**config.mk**
```make
export PLATFORM = sky130hd
export DESIGN_NAME = carfield_domain_seq_flat
export DESIGN_NICKNAME = d
export VERILOG_FILES = /design/src/rtl/carfield_domain_seq_if.sv /design/src/rtl/carfield_domain_seq.sv /design/src/flat_wrapper.sv
export SDC_FILE = /design/constraint.sdc
export NUM_CORES = 1
export LEC_CHECK = 0
export ABC_AREA = 1
export BUFFER_PORTS_ARGS = -buffer_cell sky130_fd_sc_hd__buf_2
export CAP_MARGIN = 5
export CORE_MARGIN = 1.5
export CORE_UTILIZATION = 45
export DETAILED_ROUTE_END_ITERATION = 7
export PLACE_DENSITY = 0.74
export SYNTH_ARGS = -nofsm -noshare
export SYNTH_HDL_FRONTEND = slang
export SYNTH_SLANG_ARGS = --single-unit
```
**constraint.sdc**
```tcl
create_clock -name clk_i -period 6.6 [get_ports clk_i]
set_clock_uncertainty 0.15 [all_clocks]
set_input_delay 0.99 -clock clk_i [delete_from_list [all_inputs] [get_ports clk_i]]
set_output_delay 0.99 -clock clk_i [all_outputs]
set_load 0.03 [all_outputs]
```
**src/rtl/carfield_domain_seq_if.sv**
```systemverilog
// rtl/carfield_domain_seq_if.sv - request/ack/control bundle between the domain sequencer and its domains
interface carfield_domain_seq_if #(
    parameter int unsigned NumDomains = 6
) ();
    logic [NumDomains-1:0] req_en_i;
    logic [NumDomains-1:0] iso_ack_i;
    logic                  timeout_clr_i;
    logic [NumDomains-1:0] iso_o;
    logic [NumDomains-1:0] clk_en_o;
    logic [NumDomains-1:0] rst_no;
    logic [NumDomains-1:0] status_on_o;
    logic                  busy_o;
    logic [NumDomains-1:0] timeout_o;

    modport master (
        input  req_en_i, iso_ack_i, timeout_clr_i,
        output iso_o, clk_en_o, rst_no, status_on_o, busy_o, timeout_o
    );

    modport slave (
        output req_en_i, iso_ack_i, timeout_clr_i,
        input  iso_o, clk_en_o, rst_no, status_on_o, busy_o, timeout_o
    );
endinterface

```
**src/rtl/carfield_domain_seq.sv**
```systemverilog
// rtl/carfield_domain_seq.sv - round-robin power-up/down sequencer for the Carfield gateable subdomains
// One shared FSM walks a single domain through clock/reset/isolation ordering at a time.
module carfield_domain_seq #(
    parameter int unsigned NumDomains       = 6,
    parameter int unsigned RstHoldCycles    = 16,
    parameter int unsigned IsoTimeoutCycles = 255,
    parameter int unsigned CntWidth         = 8
) (
    input  logic                        clk_i,
    input  logic                        rst_i,
    carfield_domain_seq_if.master       bus
);
    localparam int unsigned IdxW = (NumDomains > 1) ? $clog2(NumDomains) : 1;
    localparam logic [CntWidth-1:0] HoldLast = CntWidth'(RstHoldCycles - 1);
    localparam logic [CntWidth-1:0] IsoLast  = CntWidth'(IsoTimeoutCycles - 1);

    typedef enum logic [2:0] {IDLE, UP_HOLD, UP_DEISO, DN_ISO, DN_HOLD} state_e;

    state_e                state_q, state_d;
    logic [CntWidth-1:0]   cnt_q, cnt_d;
    logic [IdxW-1:0]       ptr_q, ptr_d, cur_q, cur_d;
    logic [IdxW-1:0]       grant_idx, scan_idx;
    logic                  grant_vld;
    logic [NumDomains-1:0] pending;
    logic [NumDomains-1:0] clk_en_q, clk_en_d, rst_n_q, rst_n_d, iso_q, iso_d;
    logic [NumDomains-1:0] on_q, on_d, to_q, to_d;

    // First pending domain strictly after the last grant, wrapping around.
    always_comb begin
        pending   = bus.req_en_i ^ on_q;
        grant_vld = 1'b0;
        grant_idx = '0;
        scan_idx  = '0;
        for (int i = 1; i <= int'(NumDomains); i++) begin
            scan_idx = IdxW'((int'(ptr_q) + i) % int'(NumDomains));
            if (!grant_vld && pending[scan_idx]) begin
                grant_vld = 1'b1;
                grant_idx = scan_idx;
            end
        end
    end

    always_comb begin
        state_d  = state_q;
        cnt_d    = cnt_q;
        ptr_d    = ptr_q;
        cur_d    = cur_q;
        clk_en_d = clk_en_q;
        rst_n_d  = rst_n_q;
        iso_d    = iso_q;
        on_d     = on_q;
        to_d     = bus.timeout_clr_i ? '0 : to_q;
        unique case (state_q)
            IDLE: begin
                if (grant_vld) begin
                    ptr_d = grant_idx;
                    cur_d = grant_idx;
                    cnt_d = '0;
                    if (bus.req_en_i[grant_idx]) begin
                        clk_en_d[grant_idx] = 1'b1;
                        state_d             = UP_HOLD;
                    end else begin
                        iso_d[grant_idx] = 1'b1;
                        state_d          = DN_ISO;
                    end
                end
            end
            UP_HOLD: begin
                if (cnt_q == HoldLast) begin
                    rst_n_d[cur_q] = 1'b1;
                    state_d        = UP_DEISO;
                end else begin
                    cnt_d = cnt_q + 1'b1;
                end
            end
            UP_DEISO: begin
                iso_d[cur_q] = 1'b0;
                on_d[cur_q]  = 1'b1;
                state_d      = IDLE;
            end
            DN_ISO: begin
                // An acknowledge on the timeout cycle still counts as a clean quiesce.
                if (bus.iso_ack_i[cur_q]) begin
                    rst_n_d[cur_q] = 1'b0;
                    cnt_d          = '0;
                    state_d        = DN_HOLD;
                end else if (cnt_q == IsoLast) begin
                    to_d[cur_q]    = 1'b1;
                    rst_n_d[cur_q] = 1'b0;
                    cnt_d          = '0;
                    state_d        = DN_HOLD;
                end else begin
                    cnt_d = cnt_q + 1'b1;
                end
            end
            DN_HOLD: begin
                if (cnt_q == HoldLast) begin
                    clk_en_d[cur_q] = 1'b0;
                    on_d[cur_q]     = 1'b0;
                    state_d         = IDLE;
                end else begin
                    cnt_d = cnt_q + 1'b1;
                end
            end
            default: state_d = IDLE;
        endcase
    end

    always_ff @(posedge clk_i or posedge rst_i) begin
        if (rst_i) begin
            state_q  <= IDLE;
            cnt_q    <= '0;
            ptr_q    <= IdxW'(NumDomains - 1);
            cur_q    <= '0;
            clk_en_q <= '0;
            rst_n_q  <= '0;
            iso_q    <= '1;
            on_q     <= '0;
            to_q     <= '0;
        end else begin
            state_q  <= state_d;
            cnt_q    <= cnt_d;
            ptr_q    <= ptr_d;
            cur_q    <= cur_d;
            clk_en_q <= clk_en_d;
            rst_n_q  <= rst_n_d;
            iso_q    <= iso_d;
            on_q     <= on_d;
            to_q     <= to_d;
        end
    end

    assign bus.clk_en_o    = clk_en_q;
    assign bus.rst_no      = rst_n_q;
    assign bus.iso_o       = iso_q;
    assign bus.status_on_o = on_q;
    assign bus.timeout_o   = to_q;
    assign bus.busy_o      = (state_q != IDLE);
endmodule

```
**src/flat_wrapper.sv**
```systemverilog
// flat-port wrapper written by rule: the top's interface ports become plain ports
module carfield_domain_seq_flat 
#(
    parameter int unsigned NumDomains       = 6,
    parameter int unsigned RstHoldCycles    = 16,
    parameter int unsigned IsoTimeoutCycles = 255,
    parameter int unsigned CntWidth         = 8
)
  (clk_i, rst_i, bus_req_en_i, bus_iso_ack_i, bus_timeout_clr_i, bus_iso_o, bus_clk_en_o, bus_rst_no, bus_status_on_o, bus_busy_o, bus_timeout_o);
  carfield_domain_seq_if #(.NumDomains(NumDomains)) bus_i ();
  input  logic clk_i;
  input  logic rst_i;
  input wire logic [$bits(bus_i.req_en_i)-1:0] bus_req_en_i;
  input wire logic [$bits(bus_i.iso_ack_i)-1:0] bus_iso_ack_i;
  input wire logic [$bits(bus_i.timeout_clr_i)-1:0] bus_timeout_clr_i;
  output wire logic [$bits(bus_i.iso_o)-1:0] bus_iso_o;
  output wire logic [$bits(bus_i.clk_en_o)-1:0] bus_clk_en_o;
  output wire logic [$bits(bus_i.rst_no)-1:0] bus_rst_no;
  output wire logic [$bits(bus_i.status_on_o)-1:0] bus_status_on_o;
  output wire logic [$bits(bus_i.busy_o)-1:0] bus_busy_o;
  output wire logic [$bits(bus_i.timeout_o)-1:0] bus_timeout_o;
  assign bus_i.req_en_i = bus_req_en_i;
  assign bus_i.iso_ack_i = bus_iso_ack_i;
  assign bus_i.timeout_clr_i = bus_timeout_clr_i;
  assign bus_iso_o = bus_i.iso_o;
  assign bus_clk_en_o = bus_i.clk_en_o;
  assign bus_rst_no = bus_i.rst_no;
  assign bus_status_on_o = bus_i.status_on_o;
  assign bus_busy_o = bus_i.busy_o;
  assign bus_timeout_o = bus_i.timeout_o;
  carfield_domain_seq #(.NumDomains(NumDomains), .RstHoldCycles(RstHoldCycles), .IsoTimeoutCycles(IsoTimeoutCycles), .CntWidth(CntWidth)) u_core (.clk_i(clk_i), .rst_i(rst_i), .bus(bus_i));
endmodule
```
==> load_flow_metrics.sql <==
INSERT INTO impl_metrics (metric_group, metric, value, unit) VALUES
('worst_hold_path', 'hp-class', 'reg -> reg', ''),
('clocking', 'clk-insertion-delay-late', '0.30', 'ns'),
('synth', 'postSynthRegisterBits', '46', ''),
('synth', 'synth-edff-count', '0', ''),
('clocking', 'post_cts.resized_instances', '0', ''),
('synth', 'synth-seq-area-share', '34.2', '%'),
('global_route', 'grt_pass1_wl', '14600', 'um'),
('placed_design', 'gp_routability_congestion', '0.918', ''),
('synth', 'yosys_warnings', '0', ''),
('critical_path', 'crit_fanout', '11', ''),
('sta', 'hold_viol', '0', ''),
('sta', 'timing.setup.tns', '0', 'ns'),
('layout', 'antenna_cells_inserted', '0', ''),
('floorplan', 'die_x', '89.8', 'um'),
('clocking', 'cts_tree', 'yes', ''),
('synth', 'synth_simple_gate_area_share', '38.9', '%'),
('clocking', 'clock_sink_count', '46', ''),
('synth', 'synth.area.top_cells', 'dfrtp_1 (28%), nand2_1 (16%), nand3_1 (9.4%)', ''),
('flow_run', 'max-cap-violations', '0', ''),
('synth', 'ys.flop_type', 'dfrtp_1', ''),
('drt', 'wirelength', '8670', 'um'),
('layout', 'final_layout_size_suffix_gt1_share', '17.2', '%'),
('sta', 'final-max-slew-violation-count', '0', ''),
('critical_path', 'worst-endpoint-arrival', '4.25', 'ns'),
('floorplan', 'initial_core_util', '46.5', '%'),
('clocking', 'cts.reportedPaths.clkPinSlew', '0.09', 'ns'),
('layout', 'flow.area_growth_from_synthesis', '13.9', '%'),
('floorplan', 'design.die.area', '0.00807', 'mm2'),
('sta', 'finalCritPeriodShare', '63.7', '%'),
('sta', 'rsz_0062_raised_after_global_routing', 'no', ''),
('synth', 'synthesis.area', '0.00339', 'mm2'),
('sta', 'post-route-min-period', '4.20', 'ns'),
('synth', 'synth_compound_gate_area_share', '12.8', '%'),
('critical_path', 'critical_path.startpoint_type', 'register', ''),
('clocking', 'htree_levels', '2', ''),
('clocking', 'tritoncts.num_buffers', '5', ''),
('global_route', 'grt_max_degree', '47', ''),
('drt', 'drt_pre_antenna_iters', '5', ''),
('synth', 'synthesized_netlist_cell_count', '489', ''),
('synth', 'post-synth-top-count-cell', 'nand2_1', ''),
('clocking', 'postCtsHoldBufs', '0', ''),
('critical_path', 'setup_crit_path_kind', 'reg -> reg', ''),
('placed_design', 'hpwlAfterDp', '6850', 'um'),
('floorplan', 'floorplan.io_pins', '46', ''),
('sta', 'achievable-frequency', '0.238', 'GHz'),
('synth', 'synthesis.nets', '516', ''),
('drt', 'detail_route.iter0.violations', '155', ''),
('critical_path', 'critical_path_required', '6.65', 'ns'),
('synth', 'post_synth_xor_area_fraction', '1.55', '%'),
('critical_path', 'critical_path.endpoint_type', 'register', ''),
('drt', 'routedWlPerCell', '13.6', 'um'),
('global_route', 'grt_pass1_vias', '3191', ''),
('global_route', 'antenna_found_initial', '0', ''),
('layout', 'nNetsFinal', '566', ''),
('sta', 'setup_violations', '0', ''),
('clocking', 'cts.repair_timing.setup_buffer_count', '0', ''),
('global_route', 'gr-total-overflow', '0', ''),
('synth', 'synth_top_family_by_area', 'simple AND/OR/NAND/NOR gates', ''),
('synth', 'synth_top_area_share', '28.0', '%'),
('placed_design', 'placement.io_buffers', '45', ''),
('synth', 'proportion_of_synthesized_area_in_mux_cells', '0.295', '%'),
('drt', 'route.detailed.vias_per_inst', '5.37', ''),
('layout', 'fill_cell_count', '753', ''),
('synth', 'synth_adder_area_share', '4.42', '%'),
('layout', 'final-seq-area', '0.00116', 'mm2'),
('synth', 'post_synth_most_frequent_cells', 'nand2_1 (141), nand3_1 (64), inv_1 (59), o21ai_0 (48), dfrtp_1 (38)', ''),
('layout', 'combined_area_of_the_multi_input_logic_cells', '0.00197', 'mm2'),
('clocking', 'max-clock-path-buffers', '2', ''),
('drt', 'postRouteAntennaNets', '0', ''),
('floorplan', 'chipHeight', '89.8', 'um'),
('global_route', 'track_usage', '21.8', '%'),
('drt', 'post-route-drc-count', '0', ''),
('synth', 'syn_avg_cell_area', '6.94', 'um2'),
('clocking', 'root_buffer', 'clkbuf_8', ''),
('floorplan', 'placementRows', '31', ''),
('sta', 'slew-limit-headroom', '53.4', '%'),
('synth', 'ys_types', '40', ''),
('floorplan', 'floorplan.core_area', '0.00729', 'mm2'),
('synth', 'postSynth.asyncResetShare', '100', '%'),
('drt', 'total_number_of_vias', '3432', ''),
('synth', 'synthDominantAreaCellType', 'dfrtp_1', ''),
('sta', 'worst-slew-pin-transition', '0.694', 'ns'),
('status', 'status', 'completed', '');
==> per-layer routing <==
metal | GRT usage [%] | wire length [um] | vias to the layer above
li1 | - | - | 1721
met1 | 27.0 | 3760 | 1595
met2 | 39.5 | 4370 | 103
met3 | 2.88 | 392 | 13
met4 | 6.22 | 155 | 0
met5 | 0 | 0 | -
==> cells in the final DEF, fill, tap and decap left out, drive strengths merged, types with 5 or more instances in the layout <==
| cell type | Yosys | layout |
|---|---|---|
| inv | 63 | 62 |
| nor2 | 30 | 30 |
| a21oi | 8 | 8 |
| o21ai | 54 | 54 |
| nand4 | 12 | 12 |
| nand2 | 151 | 151 |
| buf | 3 | 46 |
| nand3 | 68 | 68 |
| clkbuf | 0 | 5 |
| nor3 | 11 | 11 |
| dfrtp | 38 | 38 |
| ha | 12 | 12 |
| dfstp | 8 | 8 |
==> layout make-up <==
cell class / instances / area share (%)
clock buffer: 5 / 1.78
clock inverter: 3 / 1.78
inverter: 65 / 6.31
multi-input combinational: 375 / 50.9
sequential: 46 / 30.0
tap: 99 / 3.20
timing repair buffer: 46 / 6.02
==> critical path: stages (launching register included) <==
cell and delay [ns]:
dfrtp_1 0.58, inv_1 0.21, ha_1 0.33, a21oi_2 0.25, inv_1 0.09, ha_1 0.29, nor2_1 0.10, nand3_1 0.07
nand2_1 0.11, nand2_1 0.08, nand2_1 0.07, nand2_1 0.06, inv_1 0.08, nand3_1 0.09, nand2_2 0.20, inv_1 0.07
nand3_1 0.11, nand3_1 0.08, nand2_1 0.09, nand3_2 0.15, a21oi_1 0.24, nand2_1 0.10, nand2_2 0.10, o21bai_4 0.09
nand2_4 0.11, nand2_4 0.08, nand2_1 0.07, nand2_1 0.04
==> cell families (layout without fill, tap and decap cells) <==
family          Yosys count  in the layout
simple gates            281            281
buf+inv                  68            119
flops                    46             46
compound gates           75             75
xor+xnor                  6              6
mux                       1              1
fa+ha+maj                12             12
==> worst paths after layout <==
check	start	to	slack, ns	cells past startpoint
max in group asynchronous	rst_i	u_core.bus.iso_o[3]$_DFFE_PP1P_	5.23	3
max reg2reg	u_core.cur_q[1]$_DFFE_PP0P_	u_core.bus.clk_en_o[2]$_DFFE_PP0P_	2.40	27
min reg2reg	u_core.bus.iso_o[4]$_DFFE_PP1P_	u_core.bus.iso_o[4]$_DFFE_PP1P_	0.32	2
min in group asynchronous	rst_i	u_core.bus.timeout_o[3]$_DFF_PP0_	0.67	3
max	u_core.cur_q[1]$_DFFE_PP0P_	u_core.bus.clk_en_o[2]$_DFFE_PP0P_	2.40	27
min	u_core.bus.iso_o[4]$_DFFE_PP1P_	u_core.bus.iso_o[4]$_DFFE_PP1P_	0.32	2
==> per-stage QoR <==
stage               hold slack (ns)  setup slack [ns]  utilization, %  instances  area [um2]
finish                        0.325              2.40            53.0        639        3870
global route                  0.356              1.95            53.0        639        3870
CTS                           0.328              2.46            53.0        639        3870
detailed placement            0.316              2.49            51.1        631        3730
global placement              0.316              2.59            51.1        631        3730
floorplan                     0.315              2.98               -        489        3390
Power is left out: the tool's default activity adds up to more than one toggle a clock period on the data nets, which glitch-free logic cannot reach.
